**src/rtl/thumb_fetch_queue.sv**
```systemverilog
// thumb_fetch_queue
//   Halfword instruction queue between the instruction memory port and the
//   Thumb-2 pre-decoder. Accepts FETCH_HW (1 or 2) halfwords per fetch beat
//   into a circular store of DEPTH halfwords. Presents one assembled 16- or
//   32-bit instruction per cycle with valid/ready backpressure.
//
// Parameters
//   FETCH_HW    halfwords per fetch beat (1 or 2)
//   DEPTH       halfword entries (power of two, >= 4)
//
// Ports
//   clk         rising-edge clock
//   rst         asynchronous active-low reset
//   fetch_data  fetch beat, [15:0] is the oldest halfword
//   fetch_valid beat present
//   fetch_ready queue has room for a full beat (from current count only)
//   flush       discard all queued halfwords; overrides push and pop
//   flush_odd   with flush: drop [15:0] of the first beat after the flush
//   inst        head instruction: {hw0, hw1} if 32-bit, else {16'h0, hw0}
//   inst_is32   head is a 32-bit encoding
//   inst_valid  a complete instruction is at the head
//   inst_ready  decode consumes the head
//   count       occupied halfword entries
module thumb_fetch_queue #(
  parameter int unsigned FETCH_HW = 2,
  parameter int unsigned DEPTH    = 8
) (
  input  logic                     clk,
  input  logic                     rst,
  input  logic [16*FETCH_HW-1:0]   fetch_data,
  input  logic                     fetch_valid,
  output logic                     fetch_ready,
  input  logic                     flush,
  input  logic                     flush_odd,
  output logic [31:0]              inst,
  output logic                     inst_is32,
  output logic                     inst_valid,
  input  logic                     inst_ready,
  output logic [$clog2(DEPTH):0]   count
);

  localparam int unsigned AW = $clog2(DEPTH);
  localparam int unsigned CW = AW + 1;

  localparam logic [AW-1:0] PTR_ONE   = AW'(1);
  localparam logic [CW-1:0] CNT_ONE   = CW'(1);
  localparam logic [CW-1:0] CNT_TWO   = CW'(2);
  localparam logic [CW-1:0] CNT_DEPTH = CW'(DEPTH);
  localparam logic [CW-1:0] CNT_BEAT  = CW'(FETCH_HW);

  logic [15:0]   mem [DEPTH];
  logic [AW-1:0] rd_ptr;
  logic [AW-1:0] wr_ptr;
  logic [AW-1:0] rd_ptr_nx;
  logic          skip_lo;

  logic [15:0]   head_hw;
  logic [15:0]   next_hw;
  logic          head_is32;
  logic          push;
  logic          pop;
  logic [CW-1:0] free_n;
  logic [CW-1:0] push_n;
  logic [CW-1:0] pop_n;

  // Second halfword of a 32-bit instruction may sit at entry 0 when the
  // head is at DEPTH-1; the AW-bit add wraps naturally.
  assign rd_ptr_nx = rd_ptr + PTR_ONE;
  assign head_hw   = mem[rd_ptr];
  assign next_hw   = mem[rd_ptr_nx];
  assign head_is32 = (head_hw[15:11] == 5'b11101) ||
                     (head_hw[15:11] == 5'b11110) ||
                     (head_hw[15:11] == 5'b11111);

  always_comb begin
    inst       = '0;
    inst_is32  = 1'b0;
    inst_valid = (count != '0) && (!head_is32 || (count >= CNT_TWO));
    if (inst_valid) begin
      inst_is32 = head_is32;
      inst      = head_is32 ? {head_hw, next_hw} : {16'h0000, head_hw};
    end

    free_n      = CNT_DEPTH - count;
    fetch_ready = (free_n >= CNT_BEAT);

    // Flush wins over both handshakes.
    push = fetch_valid && fetch_ready && !flush;
    pop  = inst_valid && inst_ready && !flush;

    push_n = '0;
    if (push) begin
      push_n = skip_lo ? CNT_ONE : CNT_BEAT;
    end

    pop_n = '0;
    if (pop) begin
      pop_n = head_is32 ? CNT_TWO : CNT_ONE;
    end
  end

  always_ff @(posedge clk or negedge rst) begin
    if (!rst) begin
      rd_ptr  <= '0;
      wr_ptr  <= '0;
      count   <= '0;
      skip_lo <= 1'b0;
    end else if (flush) begin
      rd_ptr  <= '0;
      wr_ptr  <= '0;
      count   <= '0;
      skip_lo <= flush_odd && (FETCH_HW == 2);
    end else begin
      if (push) begin
        wr_ptr  <= wr_ptr + push_n[AW-1:0];
        skip_lo <= 1'b0;
      end
      if (pop) begin
        rd_ptr <= rd_ptr + pop_n[AW-1:0];
      end
      count <= count + push_n - pop_n;
    end
  end

  // Storage is not reset; only pointers and count define what is valid.
  // skip_lo is only ever set when FETCH_HW == 2, so the top halfword of the
  // beat is the one kept.
  always_ff @(posedge clk) begin
    if (push) begin
      if (skip_lo) begin
        mem[wr_ptr] <= fetch_data[16*(FETCH_HW-1) +: 16];
      end else begin
        for (int unsigned i = 0; i < FETCH_HW; i++) begin
          mem[wr_ptr + AW'(i)] <= fetch_data[16*i +: 16];
        end
      end
    end
  end

endmodule

```
**config.mk**
```make
export PLATFORM = sky130hd
export DESIGN_NAME = thumb_fetch_queue
export DESIGN_NICKNAME = d
export VERILOG_FILES = /design/src/rtl/thumb_fetch_queue.sv
export SDC_FILE = /design/constraint.sdc
export NUM_CORES = 1
export LEC_CHECK = 0
export BUFFER_PORTS_ARGS = -buffer_cell sky130_fd_sc_hd__clkbuf_2
export CAP_MARGIN = 25
export CELL_PAD_IN_SITES_DETAIL_PLACEMENT = 0
export CELL_PAD_IN_SITES_GLOBAL_PLACEMENT = 2
export CORE_AREA = 2 2 145 147
export DETAILED_ROUTE_END_ITERATION = 10
export DIE_AREA = 0 0 147 149
export PLACE_DENSITY_LB_ADDON = 0.05
export SLEW_MARGIN = 20
export SYNTH_ARGS = -nofsm -noshare
export SYNTH_HDL_FRONTEND = slang
export SYNTH_SLANG_ARGS = --single-unit
```
**constraint.sdc**
```tcl
create_clock -name clk -period 4.3 [get_ports clk]
set_clock_uncertainty 0.1 [all_clocks]
set_input_delay 0.215 -clock clk [delete_from_list [all_inputs] [get_ports clk]]
set_output_delay 0.215 -clock clk [all_outputs]
set_load 0.05 [all_outputs]
```
==> impl_metrics.toml, run 1 <==
[floorplanning]
core_area_um2 = 20600
die-width_um = 147
initial_core_util = 0.431
die_height_um = 149
placementRows = 53
dieArea_um2 = 21900
num_io_pins = 77

[synthesis]
syn_avg_cell_area_um2 = 15.0
synth_top_area_cell = "edfxtp_1"
synth_area_um2 = 8870
ys_seq_area_frac = 0.464
async_flop_share = 0.0791
ys_ff_latch = 139
synth_cell_types = 44
synthFlopType = "edfxtp_1"
synthTopCellsByArea = "edfxtp_1 (43%), mux4_2 (16%), mux2_2 (16%)"
ys_warn_count = 0
syn_nets = 645
synth_top_cell_area_share = 0.433
synth_edf_count = 128
synthCells = 591

[placed_design]
place.gp.congestion = 0.743
portBuffers = 76
hpwl_um = 16400
post-place-ws_ps = 670

[worst_setup_path]
path_class = "flop to primary output"
startpoint_type = "flop"
worstPathMaxFanout = 33
crit_top_cell = "buf_4"
cp_data_arrival_time_ps = 3660
required_ps = 3980
cp_cell_sequence = "buf_4, ha_1, xor2_2, buf_4, mux2_2, and3_1, o21a_1, clkbuf_2"
max_stage_delay_ps = 760
endpoint_kind = "primary output"
slowest_stage = "dfrtp_4"

[global_route]
antenna_found_initial = 0
gr-total-overflow = 0
grt_pass1_vias = 5661
grtUsageTotal = 0.232
grt_start_max_net_pins = 34
grt_first_pass_wirelength_um = 36500

[finish]
fillCellCount = 1801
fin_util = 0.496
multi_input_area_um2 = 4450
syn_to_final_growth_pct = 15.0
mostFrequentLayoutCell = "edfxtp_1"
regArea_um2 = 4120
drive_gt1_frac = 0.540
antenna_cells = 0
final_cell_mix = "edfxtp_1 (128), mux2_2 (126), clkbuf_2 (76), mux4_2 (64), nor2_1 (37)"
fin_nets = 733

[route]
routedWlPerCell_um = 25.2
drt-total-wl_um = 24400
first_pass_iters = 4
vias_per_cell = 5.76
drt_iter0_drc = 356
antenna_left = 0
vias = 5571
drc = 0

[clock_network]
cts_htree_levels = 4
clkTransAtPathRegs_ps = 60
cts-resized-gates = 0
cts_setup_buffers = 0
cts.sinks = 139
cts_inserted_buffers = 17
max-clock-path-buffers = 2
cts_root_buf = "clkbuf_16"
cts_tree = "yes"
cts_hold_buf = 2
insertion_delay_ps = 420

[timing]
tightest_slew_ps = 983
min_period_ps = 3970
final_hold_viol_count = 0
relSlewSlack = 0.345
fmax_mhz = 252
rsz0062_at_grt = "no"
fin_crit_sh = 0.924
fin_ws_ps = 327
setup_violations = 0
tns_ps = 0
finalMaxSlewViolations = 0

[power_and_ir_drop]
leakage_nw = 3.56
pwr_density_cell_nw_per_um2 = 537
ir_drop_v = 0.000275

[flow_run]
cap_violations = 0

[worst_hold_path]
min_path_type = "input port to flop"

[outcome]
status = "finished clean"
[registers in the layout, summed over array words and instances (netlist names)]
| signal | cells |
|---|---|
| count | 4 |
| mem | 128 |
| rd_ptr | 3 |
| skip_lo | 1 |
| wr_ptr | 3 |
[cells in the mapped netlist (5+ instances only)]
| cell | count |
|---|---|
| nand2_1 | 12 |
| edfxtp_1 | 128 |
| a21oi_1 | 22 |
| inv_1 | 17 |
| mux4_2 | 64 |
| mux2_4 | 20 |
| nor2_1 | 38 |
| mux2_2 | 126 |
| buf_2 | 14 |
| buf_4 | 7 |
| a211oi_1 | 5 |
| or2_1 | 5 |
| nand3_1 | 11 |
| clkbuf_1 | 13 |
| or2_2 | 8 |
| mux2i_1 | 16 |
| ha_1 | 12 |
| nor3_1 | 6 |
| dfrtp_1 | 11 |
| o21ai_2 | 5 |
| buf_6 | 5 |
[stage by stage]
stage | total power (W) | hold slack [ps] | area, um^2 | cells
2_1_floorplan | 0.00351 | -181 | 8870 | 591
3_3_place_gp | 0.00415 | 26.0 | 9640 | 933
3_5_place_dp | 0.00416 | 28.5 | 9640 | 933
4_1_cts | 0.00553 | 82.6 | 10200 | 967
5_1_grt | 0.00574 | 106 | 10200 | 967
6_report | 0.00547 | 99.5 | 10200 | 967
[worst max-delay path: cells and delay by family, from the launching register on]
family | cells | cell delay (ps)
buffers and inverters | 3 | 970
XOR/XNOR | 1 | 530
flip-flops | 1 | 760
adder cells (fa/ha/maj) | 1 | 230
multiplexers | 1 | 360
AND/OR/NAND/NOR | 1 | 180
AO/OA/AOI/OAI | 1 | 190
[area by class of cell]
| cell class | count | area share |
|---|---|---|
| flip-flops and latches | 139 | 0.404 |
| inverters | 17 | 0.00626 |
| clock buffers | 17 | 0.0417 |
| repair buffers | 112 | 0.0667 |
| well taps | 275 | 0.0337 |
| multi-input cells | 392 | 0.436 |
| clock inverters | 15 | 0.0114 |
[power by group]
| part | switching (W) | internal [W] |
|---|---|---|
| Sequential | 0.0000933 | 0.00163 |
| Clock | 0.000605 | 0.000745 |
| Combinational | 0.00153 | 0.000868 |
| Total | 0.00223 | 0.00325 |
[path summary, 6_finish.rpt]
path	slack, ps	start	cells after the start	to
setup / recovery	330	rd_ptr[0]	8	inst[12]
hold / removal	100	fetch_data[27]	2	mem[1][11]
setup reg to reg	660	rd_ptr[0]	10	count[3]
hold reg to reg	560	wr_ptr[1]	2	wr_ptr[1]
max in group asynchronous	3690	rst	2	rd_ptr[0]
min in group asynchronous	130	rst	2	skip_lo
[cells by family after synthesis]
family,share of synthesized area
AND/OR/NAND/NOR,0.0536
flip-flops,0.464
XOR/XNOR,0.00494
adder cells (fa/ha/maj),0.0260
AO/OA/AOI/OAI,0.0371
buffers and inverters,0.0364
multiplexers,0.378
[metal layers]
metal	vias up	part of all wire	GRT usage
li1	2512	-	-
met1	2856	0.42	0.305
met2	182	0.50	0.395
met3	21	0.067	0.0391
met4	0	0.012	0.0721
met5	-	0	0
Note: power is estimated with default switching activity, not from simulation.
==> inputs of run 2 (changes only) <==
--- a/config.mk
+++ b/config.mk
@@ -10,9 +10,10 @@
 export CELL_PAD_IN_SITES_DETAIL_PLACEMENT = 0
 export CELL_PAD_IN_SITES_GLOBAL_PLACEMENT = 2
 export CORE_AREA = 2 2 145 147
+export CTS_BUF_LIST = sky130_fd_sc_hd__clkbuf_16
 export DETAILED_ROUTE_END_ITERATION = 10
 export DIE_AREA = 0 0 147 149
-export PLACE_DENSITY_LB_ADDON = 0.05
+export PLACE_DENSITY = 0.9
 export SLEW_MARGIN = 20
 export SYNTH_ARGS = -nofsm -noshare
 export SYNTH_HDL_FRONTEND = slang
==> impl_metrics.toml, run 2 (same netlist as run 1, synthesis figures left out) <==
[timing]
relSlewSlack = 0.313
min_period_ps = 3950
fmax_mhz = 253
fin_ws_ps = 353
tns_ps = 0
finalMaxSlewViolations = 0
tightest_slew_ps = 1030
final_hold_viol_count = 0
rsz0062_at_grt = "no"
fin_crit_sh = 0.918
setup_violations = 0

[floorplanning]
num_io_pins = 77
dieArea_um2 = 21900
core_area_um2 = 20600
die_height_um = 149
initial_core_util = 0.431
placementRows = 53
die-width_um = 147

[power_and_ir_drop]
ir_drop_v = 0.000291
p_total_w = 0.00552
pwr_density_cell_nw_per_um2 = 544
leakage_nw = 3.54

[finish]
antenna_cells = 0
largest_reg_flops = 128
mostFrequentLayoutCell = "edfxtp_1"
fin_nets = 728
final_cell_mix = "edfxtp_1 (128), mux2_2 (126), clkbuf_2 (76), mux4_2 (64), nor2_1 (38)"
fillCellCount = 1768
drive_gt1_frac = 0.533
syn_to_final_growth_pct = 14.5
regMostFlops = "mem"
layoutNonFillerInstCount = 962
reg_top3 = "mem: 128 flops, count: 4 flops"

[clock_network]
cts_hold_buf = 2
cts-resized-gates = 0
clkTransAtPathRegs_ps = 60
cts_root_buf = "clkbuf_16"
insertion_delay_ps = 420
max-clock-path-buffers = 2
cts_tree = "yes"
cts.sinks = 139
cts_htree_levels = 4
cts_inserted_buffers = 17
cts_setup_buffers = 0

[global_route]
gr-total-overflow = 0
grt_pass1_vias = 5867
antenna_found_initial = 0
grt_start_max_net_pins = 39
grtUsageTotal = 0.217
grt_first_pass_wirelength_um = 35100

[worst_setup_path]
path_class = "flop to primary output"
max_stage_delay_ps = 810
r2r-start = "rd_ptr[0]"
endpoint_kind = "primary output"
worstPathMaxFanout = 38
cp_data_arrival_time_ps = 3630
crit_top_cell = "buf_4"
crit_buf_inv = 3
crit_start = "rd_ptr[0]"
required_ps = 3980
cp_top_family = "buffers and inverters"
startpoint_type = "flop"
cp_cell_sequence = "mux4_2, mux2i_2, a2111oi_4, buf_4, nand3_2, buf_4, nor2_1, clkbuf_2"
slowest_stage = "dfrtp_4"

[outcome]
status = "finished clean"

[worst_hold_path]
hold_start = "fetch_valid"
min_path_type = "input port to flop"

[route]
vias_per_cell = 5.85
vias = 5623
routedWlPerCell_um = 24.2
drt_iter0_drc = 532
antenna_left = 0
drt-total-wl_um = 23200
first_pass_iters = 5
drc = 0

[placed_design]
place.gp.congestion = 0.781
post-place-ws_ps = 591
dp_cells = 928
portBuffers = 76
hpwl_um = 15200

[flow_run]
cap_violations = 0
[run 2: worst paths after layout]
path / to / slack [ps] / depth (start not counted)
min: wr_ptr[1] / 90 / 4
max: inst[23] / 350 / 8
max in group asynchronous: rd_ptr[0] / 3710 / 2
min reg2reg: wr_ptr[1] / 570 / 2
min in group asynchronous: wr_ptr[2] / 120 / 2
max reg2reg: rd_ptr[2] / 600 / 9
[run 2: through the flow]
stage | utilization | hold slack, ps | instance area (um^2)
finish | 0.494 | 89.8 | 10200
detailed placement | 0.465 | 32.7 | 9560
floorplan | - | -181 | 8870
global placement | 0.465 | 20.6 | 9560
global route | 0.494 | 105 | 10200
CTS | 0.494 | 82.0 | 10200
[run 2: report_power, final]
part           total [W]  switching, W  internal [W]
logic            0.00235       0.00149      0.000855
registers        0.00174     0.0000995       0.00164
clock network    0.00143      0.000584      0.000851
[run 2: area by class of cell]
cell class,instances,area (um^2),share of cell area
clock buffers,17,425,0.0419
clock inverters,15,151,0.0149
inverters,17,63.8,0.00628
multi-input cells,392,4430,0.436
flip-flops and latches,139,4120,0.406
well taps,275,344,0.0339
repair buffers,107,618,0.0609
[run 2: worst min-delay path: cells and delay by family]
family                 cells  cell delay (ps)
and+or+nand+nor            1               70
buffers and inverters      1              100
AOI/OAI and AO/OA          2              180
[run 2: per-layer routing]
metal	routed length, um	track usage	vias to the layer above
li1	-	-	2500
met1	8990	0.266	2825
met2	12000	0.377	248
met3	1510	0.0385	50
met4	760	0.103	0
met5	0	0	-
==> inputs of run 3 (changes only) <==
--- a/config.mk
+++ b/config.mk
@@ -14,6 +14,7 @@
 export DETAILED_ROUTE_END_ITERATION = 10
 export DIE_AREA = 0 0 147 149
 export PLACE_DENSITY = 0.9
+export REMOVE_ABC_BUFFERS = 1
 export SLEW_MARGIN = 20
 export SYNTH_ARGS = -nofsm -noshare
 export SYNTH_HDL_FRONTEND = slang
==> impl_metrics.toml, run 3 (same netlist as run 1, synthesis figures left out) <==
[route]
routedWlPerCell_um = 24.1
drt-total-wl_um = 23100
first_pass_iters = 5
antenna_left = 0
drc = 0
vias_per_cell = 5.87
drt_iter0_drc = 395
vias = 5628

[power_and_ir_drop]
p_int_w = 0.00323
pwr-share-clk = 0.249
switchingPower_w = 0.00218
p_total_w = 0.00541
p_comb_frac = 0.430
leakage_nw = 3.52
swShare = 0.403
pwr-share-seq = 0.321
pwr_density_cell_nw_per_um2 = 535
ir_drop_v = 0.000309

[clock_network]
cts_tree = "yes"
cts-resized-gates = 0
max-clock-path-buffers = 2
cts.sinks = 139
insertion_delay_ps = 430
cts_root_buf = "clkbuf_16"
cts_inserted_buffers = 17
clkTransAtPathRegs_ps = 60
cts_htree_levels = 4

[finish]
antenna_cells = 0
fin_nets = 725
final_cell_mix = "edfxtp_1 (128), mux2_2 (126), clkbuf_2 (76), mux4_2 (64), nor2_1 (38)"
reg_top3 = "mem: 128 flops, count: 4 flops"
mostFrequentLayoutCell = "edfxtp_1"
finish.instance_area_um2 = 10100
regMostFlops = "mem"
layoutNonFillerInstCount = 959
syn_to_final_growth_pct = 13.9
drive_gt1_frac = 0.534
largest_reg_flops = 128

[worst_hold_path]
min_path_type = "input port to flop"

[timing]
fin_crit_sh = 0.931
min_period_ps = 4000
rsz0062_at_grt = "no"
relSlewSlack = 0.335
fmax_mhz = 250
setup_violations = 0
hold_slack_ps = 94.8
finalMaxSlewViolations = 0
fin_ws_ps = 297
tightest_slew_ps = 992
final_hold_viol_count = 0

[placed_design]
hpwl_um = 14900
portBuffers = 76
dp_cells = 925
dpl_cell_area_um2 = 9540
post-place-ws_ps = 524
place.gp.congestion = 0.824

[global_route]
gr-total-overflow = 0
antenna_found_initial = 0
grtUsageTotal = 0.218
grt_pass1_vias = 5948
grt_start_max_net_pins = 36
grt_first_pass_wirelength_um = 34900

[worst_setup_path]
startpoint_type = "flop"
cp_data_arrival_time_ps = 3690
endpoint_kind = "primary output"
worstPathMaxFanout = 23
required_ps = 3980
path_class = "flop to primary output"

[floorplanning]
die-width_um = 147
dieArea_um2 = 21900
die_height_um = 149
placementRows = 53
core_area_um2 = 20600
initial_core_util = 0.431
num_io_pins = 77

[flow_run]
cap_violations = 0

[outcome]
status = "finished clean"
==> run 3: cell count changes in the layout (fill, tap and decap cells not counted), sizes merged <==
| cell | change |
|---|---|
| clkinvlp | -4 |
| buf | -3 |
| clkinv | +3 |
| inv | +3 |
| bufinv | -2 |
==> run 3: final timing paths <==
path	start	end	slack (ps)	cells past startpoint
setup / recovery	rd_ptr[1]	inst[16]	300	8
min in group asynchronous	rst	skip_lo	110	2
setup reg to reg	rd_ptr[0]	rd_ptr[2]	490	10
max in group asynchronous	rst	rd_ptr[0]	3720	2
hold / removal	fetch_data[5]	mem[1][5]	90	2
hold reg to reg	wr_ptr[1]	wr_ptr[1]	580	2
==> run 3: layer usage <==
layer	global-route usage	routed length [um]	vias to the layer above
li1	-	-	2496
met1	0.266	9150	2899
met2	0.395	12300	195
met3	0.0385	1170	38
met4	0.0702	531	0
met5	0	0	-
==> run 3: cell type report <==
| type | instances | area (um^2) |
|---|---|---|
| inverters | 17 | 63.8 |
| fillers | 1787 | 10500 |
| flip-flops and latches | 139 | 4120 |
| repair buffers | 104 | 596 |
| well taps | 275 | 344 |
| clock buffers | 17 | 425 |
| multi-input cells | 392 | 4430 |
| clock inverters | 15 | 118 |
==> run 3: worst max-delay path: stages, from the launching register on <==
cell,delay [ps]
dfrtp_2,770
buf_4,300
mux4_2,200
mux2i_1,150
a2111oi_4,330
buf_4,320
nand3_2,490
nor2_1,350
clkbuf_2,320
==> run 3: power groups by stage <==
| stage | clock [W] | combinational (W) | sequential [W] |
|---|---|---|---|
| final | 0.00135 | 0.00233 | 0.00173 |
| after global routing | 0.00141 | 0.00246 | 0.00175 |
| after CTS | 0.00136 | 0.00233 | 0.00173 |
| after detailed placement | 0 | 0.00232 | 0.00176 |
| after global placement | 0 | 0.00227 | 0.00175 |
| after floorplan | 0 | 0.00164 | 0.00180 |
==> run 3: metrics by stage <==
stage / setup TNS [ps] / util
finish: 0 / 0.492
global route: 0 / 0.492
CTS: 0 / 0.492
detailed placement: 0 / 0.464
global placement: 0 / 0.464
floorplan: -32470 / -
==> run 3: repair_timing <==
item	CTS	global route
setup buffers	0	0
endpoints found under the hold margin	12	0
hold buffers	2	0
